[src/rtl/ctrl_pkg.sv]
`default_nettype none
// ============================================================================
// Module      : ctrl_pkg
// Description : Shared definitions for the multicycle controller: state
//               encoding, opcode constants, datapath select encodings, the
//               Moore output bundle and the decode helpers that fill it.
// Revision    : 1.0  initial release
// ============================================================================
package ctrl_pkg;

    typedef enum logic [3:0] {
        ST_FETCH    = 4'd0,
        ST_DECODE   = 4'd1,
        ST_MEMADR   = 4'd2,
        ST_MEMREAD  = 4'd3,
        ST_MEMWB    = 4'd4,
        ST_MEMWRITE = 4'd5,
        ST_EXECR    = 4'd6,
        ST_EXECI    = 4'd7,
        ST_ALUWB    = 4'd8,
        ST_BRANCH   = 4'd9,
        ST_JALR_ADR = 4'd10,
        ST_JUMP     = 4'd11,
        ST_UPPER    = 4'd12,
        ST_TRAP     = 4'd13
    } state_t;

    localparam logic [6:0] c_op_load   = 7'b0000011;
    localparam logic [6:0] c_op_store  = 7'b0100011;
    localparam logic [6:0] c_op_rtype  = 7'b0110011;
    localparam logic [6:0] c_op_itype  = 7'b0010011;
    localparam logic [6:0] c_op_branch = 7'b1100011;
    localparam logic [6:0] c_op_jal    = 7'b1101111;
    localparam logic [6:0] c_op_jalr   = 7'b1100111;
    localparam logic [6:0] c_op_lui    = 7'b0110111;
    localparam logic [6:0] c_op_auipc  = 7'b0010111;

    localparam logic [1:0] c_res_aluout = 2'b00;
    localparam logic [1:0] c_res_rdata  = 2'b01;
    localparam logic [1:0] c_res_alures = 2'b10;

    localparam logic [1:0] c_srca_pc    = 2'b00;
    localparam logic [1:0] c_srca_oldpc = 2'b01;
    localparam logic [1:0] c_srca_rs1   = 2'b10;
    localparam logic [1:0] c_srca_zero  = 2'b11;

    localparam logic [1:0] c_srcb_rs2   = 2'b00;
    localparam logic [1:0] c_srcb_imm   = 2'b01;
    localparam logic [1:0] c_srcb_four  = 2'b10;

    localparam logic [1:0] c_alu_add    = 2'b00;
    localparam logic [1:0] c_alu_sub    = 2'b01;
    localparam logic [1:0] c_alu_funct  = 2'b10;

    localparam logic [2:0] c_imm_i = 3'b000;
    localparam logic [2:0] c_imm_s = 3'b001;
    localparam logic [2:0] c_imm_b = 3'b010;
    localparam logic [2:0] c_imm_j = 3'b011;
    localparam logic [2:0] c_imm_u = 3'b100;

    // Outputs that depend on the state alone (plus the stable opcode).
    typedef struct packed {
        logic       mem_req;
        logic       adr_src;
        logic       mem_write;
        logic       reg_write;
        logic       done;
        logic [1:0] result_src;
        logic [1:0] alu_src_a;
        logic [1:0] alu_src_b;
        logic [1:0] alu_op;
    } moore_t;

    function automatic moore_t moore_outs(input state_t s, input logic [6:0] op);
        moore_t m;
        m = '0;
        case (s)
            ST_FETCH: begin
                m.mem_req    = 1'b1;
                m.result_src = c_res_alures;
                m.alu_src_a  = c_srca_pc;
                m.alu_src_b  = c_srcb_four;
            end
            ST_DECODE: begin
                m.alu_src_a = c_srca_oldpc;
                m.alu_src_b = c_srcb_imm;
            end
            ST_MEMADR, ST_JALR_ADR: begin
                m.alu_src_a = c_srca_rs1;
                m.alu_src_b = c_srcb_imm;
            end
            ST_MEMREAD: begin
                m.mem_req = 1'b1;
                m.adr_src = 1'b1;
            end
            ST_MEMWB: begin
                m.result_src = c_res_rdata;
                m.reg_write  = 1'b1;
                m.done       = 1'b1;
            end
            ST_MEMWRITE: begin
                m.mem_req   = 1'b1;
                m.adr_src   = 1'b1;
                m.mem_write = 1'b1;
            end
            ST_EXECR: begin
                m.alu_src_a = c_srca_rs1;
                m.alu_src_b = c_srcb_rs2;
                m.alu_op    = c_alu_funct;
            end
            ST_EXECI: begin
                m.alu_src_a = c_srca_rs1;
                m.alu_src_b = c_srcb_imm;
                m.alu_op    = c_alu_funct;
            end
            ST_ALUWB: begin
                m.result_src = c_res_aluout;
                m.reg_write  = 1'b1;
                m.done       = 1'b1;
            end
            ST_BRANCH: begin
                m.alu_src_a  = c_srca_rs1;
                m.alu_src_b  = c_srcb_rs2;
                m.alu_op     = c_alu_sub;
                m.result_src = c_res_aluout;
                m.done       = 1'b1;
            end
            ST_JUMP: begin
                // ALU computes the link value PC+4 while ALUOut supplies the target.
                m.alu_src_a  = c_srca_oldpc;
                m.alu_src_b  = c_srcb_four;
                m.result_src = c_res_aluout;
            end
            ST_UPPER: begin
                m.alu_src_a = (op == c_op_lui) ? c_srca_zero : c_srca_oldpc;
                m.alu_src_b = c_srcb_imm;
            end
            default: m = '0;
        endcase
        return m;
    endfunction

    function automatic logic [2:0] imm_src(input logic [6:0] op);
        case (op)
            c_op_store:           return c_imm_s;
            c_op_branch:          return c_imm_b;
            c_op_jal:             return c_imm_j;
            c_op_lui, c_op_auipc: return c_imm_u;
            default:              return c_imm_i;
        endcase
    endfunction

endpackage
`default_nettype wire

[src/rtl/branch_cond.sv]
`default_nettype none
// ============================================================================
// Module      : branch_cond
// Description : Evaluates the branch condition from funct3 and the datapath
//               comparator flags; flags the two reserved funct3 codes.
//   i_funct3  : branch type
//   i_zero    : operands equal
//   i_lt      : signed less-than
//   i_ltu     : unsigned less-than
//   o_taken   : branch condition holds
//   o_illegal : funct3 is not a valid branch type
// Revision    : 1.0  initial release
// ============================================================================
module branch_cond (
    input  logic [2:0] i_funct3,
    input  logic       i_zero,
    input  logic       i_lt,
    input  logic       i_ltu,
    output logic       o_taken,
    output logic       o_illegal
);

    always_comb begin
        o_taken   = 1'b0;
        o_illegal = 1'b0;
        case (i_funct3)
            3'b000:  o_taken   = i_zero;
            3'b001:  o_taken   = ~i_zero;
            3'b100:  o_taken   = i_lt;
            3'b101:  o_taken   = ~i_lt;
            3'b110:  o_taken   = i_ltu;
            3'b111:  o_taken   = ~i_ltu;
            default: o_illegal = 1'b1;
        endcase
    end

endmodule
`default_nettype wire

[src/rtl/multicycle_ctrl.sv]
`default_nettype none
// ============================================================================
// Module      : multicycle_ctrl
// Description : Multicycle RV32I-style control unit. Sequences fetch, decode,
//               memory, ALU, branch and jump steps and drives datapath selects
//               and write enables.
//   Inputs  : clk, rst_n (sync, active-low), opcode, funct3, Zero/LT/LTU
//             comparator flags, mem_ready
//   Outputs : mem_req, AdrSrc, IRWrite, PCWrite, MemWrite, RegWrite,
//             ResultSrc, ALUSrcA, ALUSrcB, ALUOp, ImmSrc, instr_done, trap
// Revision    : 1.0  initial release
// ============================================================================
module multicycle_ctrl
    import ctrl_pkg::*;
(
    input  logic       clk,
    input  logic       rst_n,
    input  logic [6:0] opcode,
    input  logic [2:0] funct3,
    input  logic       Zero,
    input  logic       LT,
    input  logic       LTU,
    input  logic       mem_ready,
    output logic       mem_req,
    output logic       AdrSrc,
    output logic       IRWrite,
    output logic       PCWrite,
    output logic       MemWrite,
    output logic       RegWrite,
    output logic [1:0] ResultSrc,
    output logic [1:0] ALUSrcA,
    output logic [1:0] ALUSrcB,
    output logic [1:0] ALUOp,
    output logic [2:0] ImmSrc,
    output logic       instr_done,
    output logic       trap
);

    state_t r_state;
    state_t w_next;
    moore_t r_moore;
    logic   r_trap;
    logic   w_taken;
    logic   w_br_illegal;

    branch_cond u_branch_cond (
        .i_funct3  (funct3),
        .i_zero    (Zero),
        .i_lt      (LT),
        .i_ltu     (LTU),
        .o_taken   (w_taken),
        .o_illegal (w_br_illegal)
    );

    always_comb begin
        w_next = r_state;
        case (r_state)
            ST_FETCH:    if (mem_ready) w_next = ST_DECODE;
            ST_DECODE: begin
                case (opcode)
                    c_op_load, c_op_store: w_next = ST_MEMADR;
                    c_op_rtype:            w_next = ST_EXECR;
                    c_op_itype:            w_next = ST_EXECI;
                    c_op_branch:           w_next = w_br_illegal ? ST_TRAP : ST_BRANCH;
                    c_op_jal:              w_next = ST_JUMP;
                    c_op_jalr:             w_next = ST_JALR_ADR;
                    c_op_lui, c_op_auipc:  w_next = ST_UPPER;
                    default:               w_next = ST_TRAP;
                endcase
            end
            ST_MEMADR:   w_next = (opcode == c_op_store) ? ST_MEMWRITE : ST_MEMREAD;
            ST_MEMREAD:  if (mem_ready) w_next = ST_MEMWB;
            ST_MEMWB:    w_next = ST_FETCH;
            ST_MEMWRITE: if (mem_ready) w_next = ST_FETCH;
            ST_EXECR:    w_next = ST_ALUWB;
            ST_EXECI:    w_next = ST_ALUWB;
            ST_ALUWB:    w_next = ST_FETCH;
            ST_BRANCH:   w_next = ST_FETCH;
            ST_JALR_ADR: w_next = ST_JUMP;
            ST_JUMP:     w_next = ST_ALUWB;
            ST_UPPER:    w_next = ST_ALUWB;
            ST_TRAP:     w_next = ST_TRAP;
            default:     w_next = ST_FETCH;
        endcase
    end

    // Moore outputs are registered by decoding the state being entered.
    always_ff @(posedge clk) begin
        if (!rst_n) begin
            r_state <= ST_FETCH;
            r_moore <= moore_outs(ST_FETCH, opcode);
            r_trap  <= 1'b0;
        end else begin
            r_state <= w_next;
            r_moore <= moore_outs(w_next, opcode);
            r_trap  <= (w_next == ST_TRAP);
        end
    end

    // Enables and requests are gated by rst_n so an asserted reset silences
    // them in the same cycle, before the state register has been cleared.
    assign mem_req    = rst_n & r_moore.mem_req;
    assign MemWrite   = rst_n & r_moore.mem_write;
    assign RegWrite   = rst_n & r_moore.reg_write;
    assign IRWrite    = rst_n & (r_state == ST_FETCH) & mem_ready;
    assign PCWrite    = rst_n & (((r_state == ST_FETCH) & mem_ready) |
                                 ((r_state == ST_BRANCH) & w_taken) |
                                 (r_state == ST_JUMP));
    assign instr_done = rst_n & (r_moore.done |
                                 ((r_state == ST_MEMWRITE) & mem_ready));

    assign AdrSrc    = r_moore.adr_src;
    assign ResultSrc = r_moore.result_src;
    assign ALUSrcA   = r_moore.alu_src_a;
    assign ALUSrcB   = r_moore.alu_src_b;
    assign ALUOp     = r_moore.alu_op;
    assign ImmSrc    = imm_src(opcode);
    assign trap      = r_trap;

endmodule
`default_nettype wire

[config.mk]
export PLATFORM = sky130hd
export DESIGN_NAME = multicycle_ctrl
export DESIGN_NICKNAME = d
export VERILOG_FILES = /design/src/rtl/ctrl_pkg.sv /design/src/rtl/branch_cond.sv /design/src/rtl/multicycle_ctrl.sv
export SDC_FILE = /design/constraint.sdc
export NUM_CORES = 1
export LEC_CHECK = 0
export ABC_CLOCK_PERIOD_IN_PS = 4810
export CAP_MARGIN = 10
export CORE_MARGIN = 2
export CORE_UTILIZATION = 51
export CTS_CLUSTER_SIZE = 25
export DETAILED_ROUTE_END_ITERATION = 12
export GPL_ROUTABILITY_DRIVEN = 0
export GPL_TIMING_DRIVEN = 0
export PLACE_DENSITY = 0.82
export SLEW_MARGIN = 20
export SYNTH_ARGS = -nofsm -noshare
export SYNTH_HDL_FRONTEND = slang
export SYNTH_SLANG_ARGS = --single-unit
[constraint.sdc]
create_clock -name clk -period 4.81 [get_ports clk]
set_input_delay 1.443 -clock clk [delete_from_list [all_inputs] [get_ports clk]]
set_output_delay 1.443 -clock clk [all_outputs]
set_load 0.1 [all_outputs]
==> summary.txt <==
Logic synthesis
  • Post-synthesis net count: 157
  • Post-synth ARST share: 0%
  • Synth Area per Inst: 9.15 um^2
  • Post-synthesis sequential area ratio: 27.9%
  • Mapped Area: 1290 um^2
  • Ys Warns: 0
  • Unique masters post-synth: between 50 and 60
  • Ys flop type: dfxtp_1
  • Synthesis-stage register bit count: 18
  • Syn Inst Count: 141
  • EDFF count, synth: 0

Status
  • Status: completed

Min path
  • Path type of the worst min-delay path: flip-flop to flip-flop
  • Hold Path End: r_state[2]$_SDFF_PN0_
  • WHS Path Cells: 3
  • Hold Crit Start: r_state[2]$_SDFF_PN0_

STA
  • Clock skew: 1.52 ps
  • Fin crit period: 4730 ps
  • Final Max Slew Viols: 0
  • Relative slew slack: a little over a third
  • Unrepaired setup endpoints after global routing: false
  • Worst hold slack: between 800 and 900 ps
  • Period utilization: 98.3%
  • Fmax: 212 MHz
  • Setup TNS: 0 ps
  • Final setup fails: 0
  • Worst Max-Slew Pin Slew: 964 ps
  • Final Hold Fails: 0

Setup path
  • FF-to-FF End: ALUSrcA[1]$_SDFF_PN0_
  • Setup CP Type: input pin to primary output
  • Worst EP arrival: 3290 ps
  • Worst-path fanout max: 6
  • Max stage delay on crit path: 850 ps
  • CP Launch Type: input pin
  • Reg-to-reg critical path startpoint: r_state[0]$_SDFF_PN0_
  • FF-to-FF path depth: 8
  • CP cell instances: clkdlybuf4s50_1 > nor2b_1 > a31oi_1 > nor2_1 > dlygate4sd2_1
  • CP top delay family: buffers and inverters
  • Reg2Reg Setup Slack: roughly 2500 ps
  • Crit end category: primary output
  • Worst path buffer plus inverter count: 2
  • Critical path required time: 3370 ps
  • CP max stage cell: dlygate4sd2_1

Die
  • Placeable Area: between 2000 and 2500 um^2
  • Num rows: 18
  • # IOs: 35
  • Total Die Area: 2950 um^2
  • Chip width: approximately 54 um
  • Die Height: 54.3 um
  • Starting density of the core: 53.0%

Drt
  • Avg Vias per Cell: 5.67
  • DRT Pass-1 Iters: 4
  • DR iter-0 viols: 35
  • Mean routed wirelength per cell: 14.7 um
  • WL final: 3080 um
  • Routed Antenna Nets: 0
  • Residual DRC count: 0
  • Vias: 1,186

Global route
  • Antenna violations before repair: 0
  • Vias in the first global route: ~1,100
  • First-pass GRT wire length: 5140 um
  • Largest net degree at the start of global routing: 11
  • Gr ovfl total: 0
  • Tot GR Track Use: 24.0%

Clock network
  • CTS Buf Count: 3
  • Longest Clk Path Bufs: 2
  • CTS clk-pin slew, worst paths: around 100 ps
  • H-tree depth: 1
  • Clock root buffer master: clkbuf_4
  • Post-CTS Setup Inserts: 0
  • Clk_lat worst skew: 300 ps
  • Hold-fix buffers at CTS: 0
  • CTS tree: done
  • Clk sinks: 18

Place
  • Post-placement cell area: 1670 um^2
  • Input/output buffers: 34
  • Post-detail-place hpwl: around 2400 um
  • Placed Cells incl. Taps: between 200 and 250

Final layout
  • Nets: 196
  • ANT cells: 0
  • Final instance area: 1690 um^2
  • Fillers: 187
  • Synth-to-Final Area Change: 30.7%
  • Non-filler cells, final: 209
  • Layout cells sized above 1: 23.5%

Power
  • Pwr Density: 346 nW/um^2
  • Total power: approximately 600 uW
  • VDD IR-drop max: between 0.0003 and 0.0004 V
  • P_leak: about 0.71 nW

Job
  • Max-Cap Viols: 0
==> layout by cell type, fill, tap and decap left out, types with 2 or more instances in the layout <==
cell,instances
a31o_1,2
o21a_1,2
nand4_1,3
inv_1,4
nor2b_1,7
clkbuf_2,4
a21oi_1,4
dfxtp_1,18
and4_1,3
xor2_1,4
buf_4,9
nand2b_4,2
buf_6,3
nor4_1,2
clkdlybuf4s50_1,25
clkdlybuf4s15_2,2
mux2i_1,2
clkbuf_4,3
buf_2,2
o21ai_0,4
and3_1,9
nand2_1,6
nor3_1,3
nor2_1,10
xnor2_1,2
a31oi_1,4
and2_1,6
nand2b_1,2
==> flip-flops by register name, indices dropped and copies added (netlist names) <==
signal and cells:
r_moore 4, ResultSrc 2, ALUOp 2, r_state 4, ALUSrcB 2, AdrSrc 1, trap 1, ALUSrcA 2
==> area by class of cell <==
class,count,area (um^2),share of cell area (%)
multi-input cells,105,810,48.0
flip-flops and latches,18,360,21.4
repair buffers,34,317,18.8
plain buffers,14,110,6.53
well taps,30,37.5,2.23
clock buffers,4,36.3,2.15
inverters,4,15.0,0.891
==> what timing repair did <==
action,CTS,global route
pin swaps,0,0
resized for setup,21,7
endpoints found under the setup margin,9,6
==> how the worst max path moves through the flow <==
stage          startpoint          to  slack (ps)  depth (start not counted)
2_1_floorplan   funct3[2]     PCWrite         240                          5
3_3_place_gp    opcode[3]   ImmSrc[0]        -500                          5
3_5_place_dp    opcode[3]   ImmSrc[0]        -570                          5
4_1_cts         opcode[5]   ImmSrc[1]           2                          4
5_1_grt         mem_ready  instr_done           7                          5
6_report        mem_ready  instr_done          80                          5
==> where the power goes <==
group | switching (mW) | internal [mW]
Sequential | 0.00594 | 0.168
Combinational | 0.210 | 0.105
Clock | 0.0484 | 0.0463
Total | 0.264 | 0.319
==> kinds of logic after synthesis <==
kind of cell	count (synthesis)	share of synthesized area (%)
AND/OR/NAND/NOR	63	32.8
AO/OA/AOI/OAI	33	22.8
multiplexers	3	2.72
flip-flops	18	27.9
XOR/XNOR	6	4.07
buffers and inverters	18	9.70
==> Yosys cell counts, types with 2 or more instances <==
cell	instances	area [um^2]
xnor2_1	2	17.5
and4_1	3	26.3
buf_4	9	67.6
nor2_1	10	37.5
o21ai_0	4	20.0
dfxtp_1	18	360
a21oi_1	4	20.0
nor4_1	2	12.5
inv_1	4	15.0
a31oi_1	4	25.0
nand2b_1	2	12.5
nand4_1	3	18.8
o21a_1	2	15.0
nor2b_1	7	43.8
and2_1	6	37.5
buf_6	3	33.8
nand2_1	6	22.5
nor3_1	4	20.0
xor2_1	4	35.0
and3_1	9	56.3
nand2b_4	2	27.5
a31o_1	2	17.5
mux2i_1	2	20.0
==> tightest hold or removal path, cell delays in order (launching register included) <==
cell,delay [ps]
dfxtp_1,420
nor4b_4,110
o21ai_4,110
a31oi_1,110
==> per-stage QoR <==
stage	utilization [%]	setup WS, ps
2_1_floorplan	-	237
3_3_place_gp	68.8	-500
3_5_place_dp	68.8	-565
4_1_cts	70.4	1.63
5_1_grt	69.3	7.35
6_report	69.3	82.0
==> layer usage <==
| layer | up-vias | share of wire, % | track usage (%) |
|---|---|---|---|
| li1 | 588 | - | - |
| met1 | 555 | 45 | 32.0 |
| met2 | 37 | 49 | 39.2 |
| met3 | 6 | 5.2 | 5.19 |
| met4 | 0 | 1.1 | 6.25 |
| met5 | - | 0 | 0 |
(Power assumes the default switching activity.)
